### config.mk
export PLATFORM = sky130hd
export DESIGN_NAME = zero_pattern_gen
export DESIGN_NICKNAME = d
export VERILOG_FILES = /design/src/rtl/zero_pattern_gen.sv
export SDC_FILE = /design/constraint.sdc
export NUM_CORES = 1
export LEC_CHECK = 0
export ABC_AREA = 1
export BUFFER_PORTS_ARGS = -buffer_cell sky130_fd_sc_hd__buf_2
export CAP_MARGIN = 20
export CORE_MARGIN = 4
export CORE_UTILIZATION = 55
export CTS_CLUSTER_SIZE = 16
export DETAILED_ROUTE_END_ITERATION = 12
export GPL_ROUTABILITY_DRIVEN = 0
export GPL_TIMING_DRIVEN = 0
export PLACE_DENSITY_LB_ADDON = 0.15
export SYNTH_ARGS = -nofsm -noshare
export SYNTH_HDL_FRONTEND = slang
export SYNTH_SLANG_ARGS = --single-unit
### constraint.sdc
create_clock -name clk -period 3.4 [get_ports clk]
set_input_delay 0.68 -clock clk [delete_from_list [all_inputs] [get_ports clk]]
set_output_delay 0.68 -clock clk [all_outputs]
set_load 0.005 [all_outputs]
### src/rtl/zero_pattern_gen.sv
// zero_pattern_gen
// Enumerates, in ascending numeric order, every 8-bit word containing exactly
// N zero bits (N = zcount, 0..8). Words are presented one per handshake on a
// valid/ready stream. The generator is the inverse of the zero-count datapath.
// It drives that datapath with stimulus and feeds the count/compare blocks
// with exhaustive patterns.

module zero_pattern_gen #(
    parameter int WIDTH = 8
) (
    input  logic             clk,
    input  logic             rst,
    input  logic             start,
    input  logic [3:0]       zcount,
    input  logic             abort,
    output logic             busy,
    output logic             out_valid,
    input  logic             out_ready,
    output logic [WIDTH-1:0] pattern,
    output logic [6:0]       pattern_idx,
    output logic             last,
    output logic             done,
    output logic             err
);

    localparam logic [0:0] ST_IDLE = 1'b0;
    localparam logic [0:0] ST_EMIT = 1'b1;

    logic [0:0]       state;
    logic [WIDTH-1:0] top_word;
    logic [WIDTH-1:0] succ_src;
    logic [WIDTH-1:0] low_bit;
    logic [WIDTH-1:0] ripple;
    logic [WIDTH-1:0] next_pattern;
    logic [2:0]       trail;

    // The stream is valid exactly while enumerating. The final word is the one
    // whose ones have all migrated to the top of the byte.
    assign busy      = (state == ST_EMIT);
    assign out_valid = (state == ST_EMIT);
    assign last      = (state == ST_EMIT) && (pattern == top_word);

    // Compute the next word with the same popcount. The low run of ones is
    // carried upward by one position, and the leftover ones are repacked at
    // the bottom. The operand is forced to zero on the final word, so the
    // addition can never carry out of 8 bits.
    always_comb begin
        succ_src = last ? '0 : pattern;
        low_bit  = succ_src & (~succ_src + 1'b1);
        trail    = 3'd0;
        for (int i = WIDTH - 1; i >= 0; i--) begin
            if (succ_src[i]) begin
                trail = 3'(i);
            end
        end
        ripple       = succ_src + low_bit;
        next_pattern = ripple | (((succ_src ^ ripple) >> 2) >> trail);
    end

    // Control FSM with pattern registers. Abort overrides a same-cycle transfer.
    // done and err are single-cycle pulses.
    always_ff @(posedge clk) begin
        if (rst) begin
            state       <= ST_IDLE;
            pattern     <= '0;
            pattern_idx <= '0;
            top_word    <= '0;
            done        <= 1'b0;
            err         <= 1'b0;
        end else begin
            done <= 1'b0;
            err  <= 1'b0;
            if (state == ST_IDLE) begin
                if (start) begin
                    if (zcount <= 4'd8) begin
                        state       <= ST_EMIT;
                        pattern     <= {WIDTH{1'b1}} >> zcount;
                        top_word    <= {WIDTH{1'b1}} << zcount;
                        pattern_idx <= '0;
                    end else begin
                        err <= 1'b1;
                    end
                end
            end else begin
                if (abort) begin
                    state <= ST_IDLE;
                end else if (out_ready) begin
                    if (last) begin
                        state <= ST_IDLE;
                        done  <= 1'b1;
                    end else begin
                        pattern     <= next_pattern;
                        pattern_idx <= pattern_idx + 7'd1;
                    end
                end
            end
        end
    end

endmodule
**After elaboration in Yosys (flattened, before gate mapping)**

Index checks and enable logic that the tools add are counted.
W data, S select, Z words.

- Input port bits: 9
- Flip-flop bits (word level): 26

- $lt $le $gt $ge: 1
- Equal/unequal tests: 4
- Multiplexer cells: 29
- Reductions and logical operators: 7
- Shift operators: 3
- Add/sub/neg operators: 3
- Bitwise gates (word level): 7

Operators with widths:

| kind | count |
|---|---|
| $mux W8 | 7 |
| $mux W7 | 6 |
| $mux W3 | 8 |
| $add A8 B1 Y8 const B | 1 |
| $add A8 B8 Y8 | 1 |
| $and A8 B8 Y8 | 1 |
| $eq A8 B8 Y1 | 1 |
| $mux W1 | 8 |
| $not A8 Y8 | 1 |
| $or A8 B8 Y8 | 1 |
| $shl A8 B4 Y8 const A | 1 |
| $shr A6 B3 Y8 | 1 |
| $shr A8 B4 Y8 const A | 1 |
| $xor A8 B8 Y8 | 1 |
| $add A7 B1 Y7 const B | 1 |
| $ne A2 B2 Y1 const B | 3 |
| $reduce_and A5 Y1 | 1 |
| $le A4 B4 Y1 const B | 1 |
| $reduce_bool A2 Y1 | 2 |
| $reduce_or A4 Y1 | 1 |
| $not A1 Y1 | 3 |
| $reduce_and A3 Y1 | 1 |
| $reduce_or A3 Y1 | 1 |
| $logic_and A1 B1 Y1 | 1 |

**Longest topological paths before layout**

- Depth after elaboration: 17
- Mapped depth: 23
- Gate-level depth less buffers: 22

**Worst setup path before layout**

OpenSTA, ideal clock, no wires.

- Path kind: register -> register
- Start: register state (netlist: busy)
- End: register pattern[1]
- Data required time: 3,268 ps
- Buffers on the path: 1
- Period minus slack after synthesis: 2,061 ps
- Arrival: 1,928 ps
- Path slack: 1,339 ps
- Stages on the path, launching flop included: 19
- Library setup time: 132 ps
- Cells stage by stage: dfxtp_1 > buf_4 > inv_2 > a21oi_1 > nand2_1 > nor2_1 > nand3_2 > nand2_1 > inv_2 > nor2_4 > o211ai_2 > nand3_1 > nand2_2 > inv_1 > nand3_1 > nand2_1 > nand3_1 > nand2_1 > a21oi_1

- Word-level cells in the longest chain between the ends: 16

Ends and longest elaborated chain:

| element | RTL line | text |
|---|---|---|
| from (decl) | 29 | `logic [0:0] state;` |
| from (signal assigned) | 64 | `state <= ST_IDLE;` |
| from (signal assigned) | 76 | `state <= ST_EMIT;` |
| from (signal assigned) | 86 | `state <= ST_IDLE;` |
| branches (longest 16 deep; another with $add A8 B1 Y8) | - |  |
| to (signal assigned) | 77 | `pattern <= {WIDTH{1'b1}} >> zcount;` |
| to (signal assigned) | 92 | `pattern <= next_pattern;` |
| to (decl) | 19 | `output logic [WIDTH-1:0] pattern,` |

Several ways; the timed one is not identified. The select of a mux whose other input is x is not followed.
A chain may end at the register's enable or synchronous reset.

**Worst setup path in the final report**

- Start: register pattern[6]
- End: register pattern[5]

- Word-level cells in the longest chain between the ends: 17

Ends and longest elaborated chain:

| element |
|---|
| branches (longest 17 deep; another with $add A8 B1 Y8) |

Several ways; the timed one is not identified. The select of a mux whose other input is x is not followed.

==> summary.md <==
| Metric | Value |
|---|---|
| Status | complete, no violations |
| Setup CP Type | reg -> reg |
| WL met2 | 2380 µm |
| EDFF count, synth | 0 |
| Final total power | 0.000834 W |
| Share of layout cells above drive strength 1 | 17.7% |
| Clock Sink Count | 26 |
| Initial DRC Count | 161 |
| First-pass GRT wire length | 8400 µm |
| CP required | 3.67 ns |
| Port Buffers | 28 |
| Routed wl met3 | 328 µm |
| Antenna violations before repair | 0 |
| Share of the synthesized area in the top cell type | 27.0% |
| Skew-Pair Late Insertion Delay | 0.33 ns |
| #FFs+latches synth | 26 |
| Post-Syn Instances | 318 |
| Leakage | 1.06 nW |
| Post-Syn Area per Cell | 6.07 µm² |
| Setup Skew | 0.00131 ns |
| Routed via count | 2137 |
| FF-to-FF setup slack | 0.88 ns |
| Total power per unit cell area | 386 nW/µm² |
| Synth top area cells | dfxtp_1, nand2_1, a21oi_1 |
| Clock slew at reported path FFs | 0.14 ns |
| Worst hold path type | reg -> reg |
| # resized after CTS | 0 |
| Hold_buf cts | 0 |
| Ys async rst share | 0% |
| WL final | 5140 µm |
| Unrepaired setup endpoints after global routing | false |
| Slew Limit Fails | 0 |
| Top post-synthesis cells by count | nand2_1, inv_1, a21oi_1 |
| Worst setup path startpoint | pattern[6] |
| Peak supply drop | 0.280 mV |
| Starting Density | 57.4% |
| Area delta synth->final | 12.1% |
| Drt first pass iters | 4 |
| Setup Buffers After CTS | 0 |
| Overall Global Routing Usage | 24.1% |
| Placed Instances | 392 |
| GRT overflow | 0 |
| H-tree levels | 1 |
| Worst R2R Start | pattern[6] |
| Seq/Total Area, Yosys | 27.0% |
| Fmax | 0.397 GHz |
| Final Hold Fails | 0 |
| Die width | 67.2 µm |
| Tcrit/Tclk final | 74.1% |
| IO Pins | 29 |
| Max-cap viol count | 0 |
| Ys flop type | dfxtp_1 |
| Number of global-route vias before repair | 1953 |
| Critical path endpoint category | flop |
| # diodes | 0 |
| Max Used Layer | met4 |
| Setup TNS Final | 0 ns |
| Worst-margin pin slew | 0.477 ns |
| Final setup violation count | 0 |
| Hold path start | top_word[1] |
| Avg WL per Cell | 13.0 µm |
| Cell area after synthesis | 1930 µm² |
| Final min period | 2.52 ns |
| Crit path DAT | 2.79 ns |
| Core area | 3360 µm² |
| Startpoint Class | flop |
| CTS tree | done |
| Fin cells | 396 |
| Fin nets | 361 |
| Relative slew slack | 68.2% |
| Die H | 67.2 µm |
| Worst Hold Depth | 2 |
| Post-synthesis cell type count | 38 |
| Synthesized net count | 328 |
| CTS max path bufs | 2 |
| CP Max Fanout | 10 |
| WHS Endpoint | top_word[1] |
| Final ANT Viol Nets | 0 |
| YS warnings | 0 |
| Die Area | 4520 µm² |
| Root Driver | clkbuf_4 |
| Post-synth top area cell | dfxtp_1 |
| R2R depth | 17 |
| Largest net degree at the start of global routing | 15 |
| Total CTS buffers | 3 |
| Most common cell in the netlist | nand2_1 |
| FP Rows | 21 |
| Post-route DRC | 0 |
| WL met1 | 2290 µm |
| Vias per inst | 5.40 |
| R2R Path End | pattern[5] |
| HPWL after DPL | 4060 µm |
## layout make-up
cell class                 instances  area (µm²)
buffer                             8        58.8
clock buffer                       4        36.3
fill                             364        1200
inverter                          43         161
multi-input combinational        241        1190
sequential                        26         520
tap                               46        57.6
timing repair buffer              28         140
## sequential cells by signal (all words and copies together) (netlist names)
name         cells
pattern          8
top_word         8
pattern_idx      7
busy             1
done             1
err              1
## critical path, cell delays in order, from the launching register on
cell and delay [ns]:
dfxtp_1 0.57, inv_1 0.19, nand2_1 0.11, nand2_1 0.05
nand2_1 0.06, nor2_1 0.06, nand3_2 0.12, buf_6 0.16
o41ai_4 0.13, inv_1 0.11, nand2_1 0.07, nor2_1 0.10
nand2_1 0.10, o211ai_2 0.10, nand2_1 0.10, nor3_1 0.23
o21ai_1 0.10, a21oi_1 0.12
## power breakdown
part | total, W | switching (W) | internal (W)
sequential | 0.000347 | 0.0000245 | 0.000323
clock | 0.000158 | 0.0000924 | 0.0000657
combinational | 0.000329 | 0.000212 | 0.000117
total | 0.000834 | 0.000329 | 0.000505
## cells by family after synthesis
group / after synthesis / synth area share (%)
simple gates: 168 / 38.3
compound gates: 69 / 21.3
buf+inv: 51 / 11.4
flops: 26 / 27.0
xor+xnor: 3 / 1.36
fa+ha+maj: 1 / 0.648
## metrics by stage
| stage | util [%] | area (µm²) | hold slack [ns] | worst slack [ns] |
|---|---|---|---|---|
| after detailed placement | 63.2 | 2130 | 0.464 | 0.955 |
| after global routing | 64.3 | 2160 | 0.513 | 0.607 |
| after global placement | 63.2 | 2130 | 0.454 | 0.971 |
| after CTS | 64.3 | 2160 | 0.483 | 0.913 |
| after floorplan | - | 1930 | 0.443 | 1.34 |
| final | 64.3 | 2160 | 0.484 | 0.880 |
## per-layer routing
metal	global-route usage (%)	vias up
met5	0	-
met4	10.4	0
met3	2.00	15
met2	42.3	80
met1	29.8	937
li1	-	1105
## cell usage in the layout, fill, tap and decap left out, types with 2 or more instances in the layout
cell	n
a21oi_1	29
buf_2	31
buf_4	2
clkbuf_4	3
clkbuf_8	2
dfxtp_1	26
inv_1	38
inv_2	4
nand2_1	94
nand2_2	7
nand3_1	21
nand3_2	2
nand4_1	6
nor2_1	27
nor2_2	2
nor2_4	2
nor3_1	3
o211ai_2	2
o21ai_0	27
o21ai_1	2
xnor2_1	2
## worst max-delay path by stage
stage,end,slack (ns),cells past startpoint
after floorplan,pattern[1],1.34,18
after global placement,pattern[1],0.97,18
after detailed placement,pattern[5],0.95,17
after CTS,pattern[5],0.91,17
after global routing,pattern[2],0.61,19
final,pattern[5],0.88,17
(Power assumes the default switching activity.)
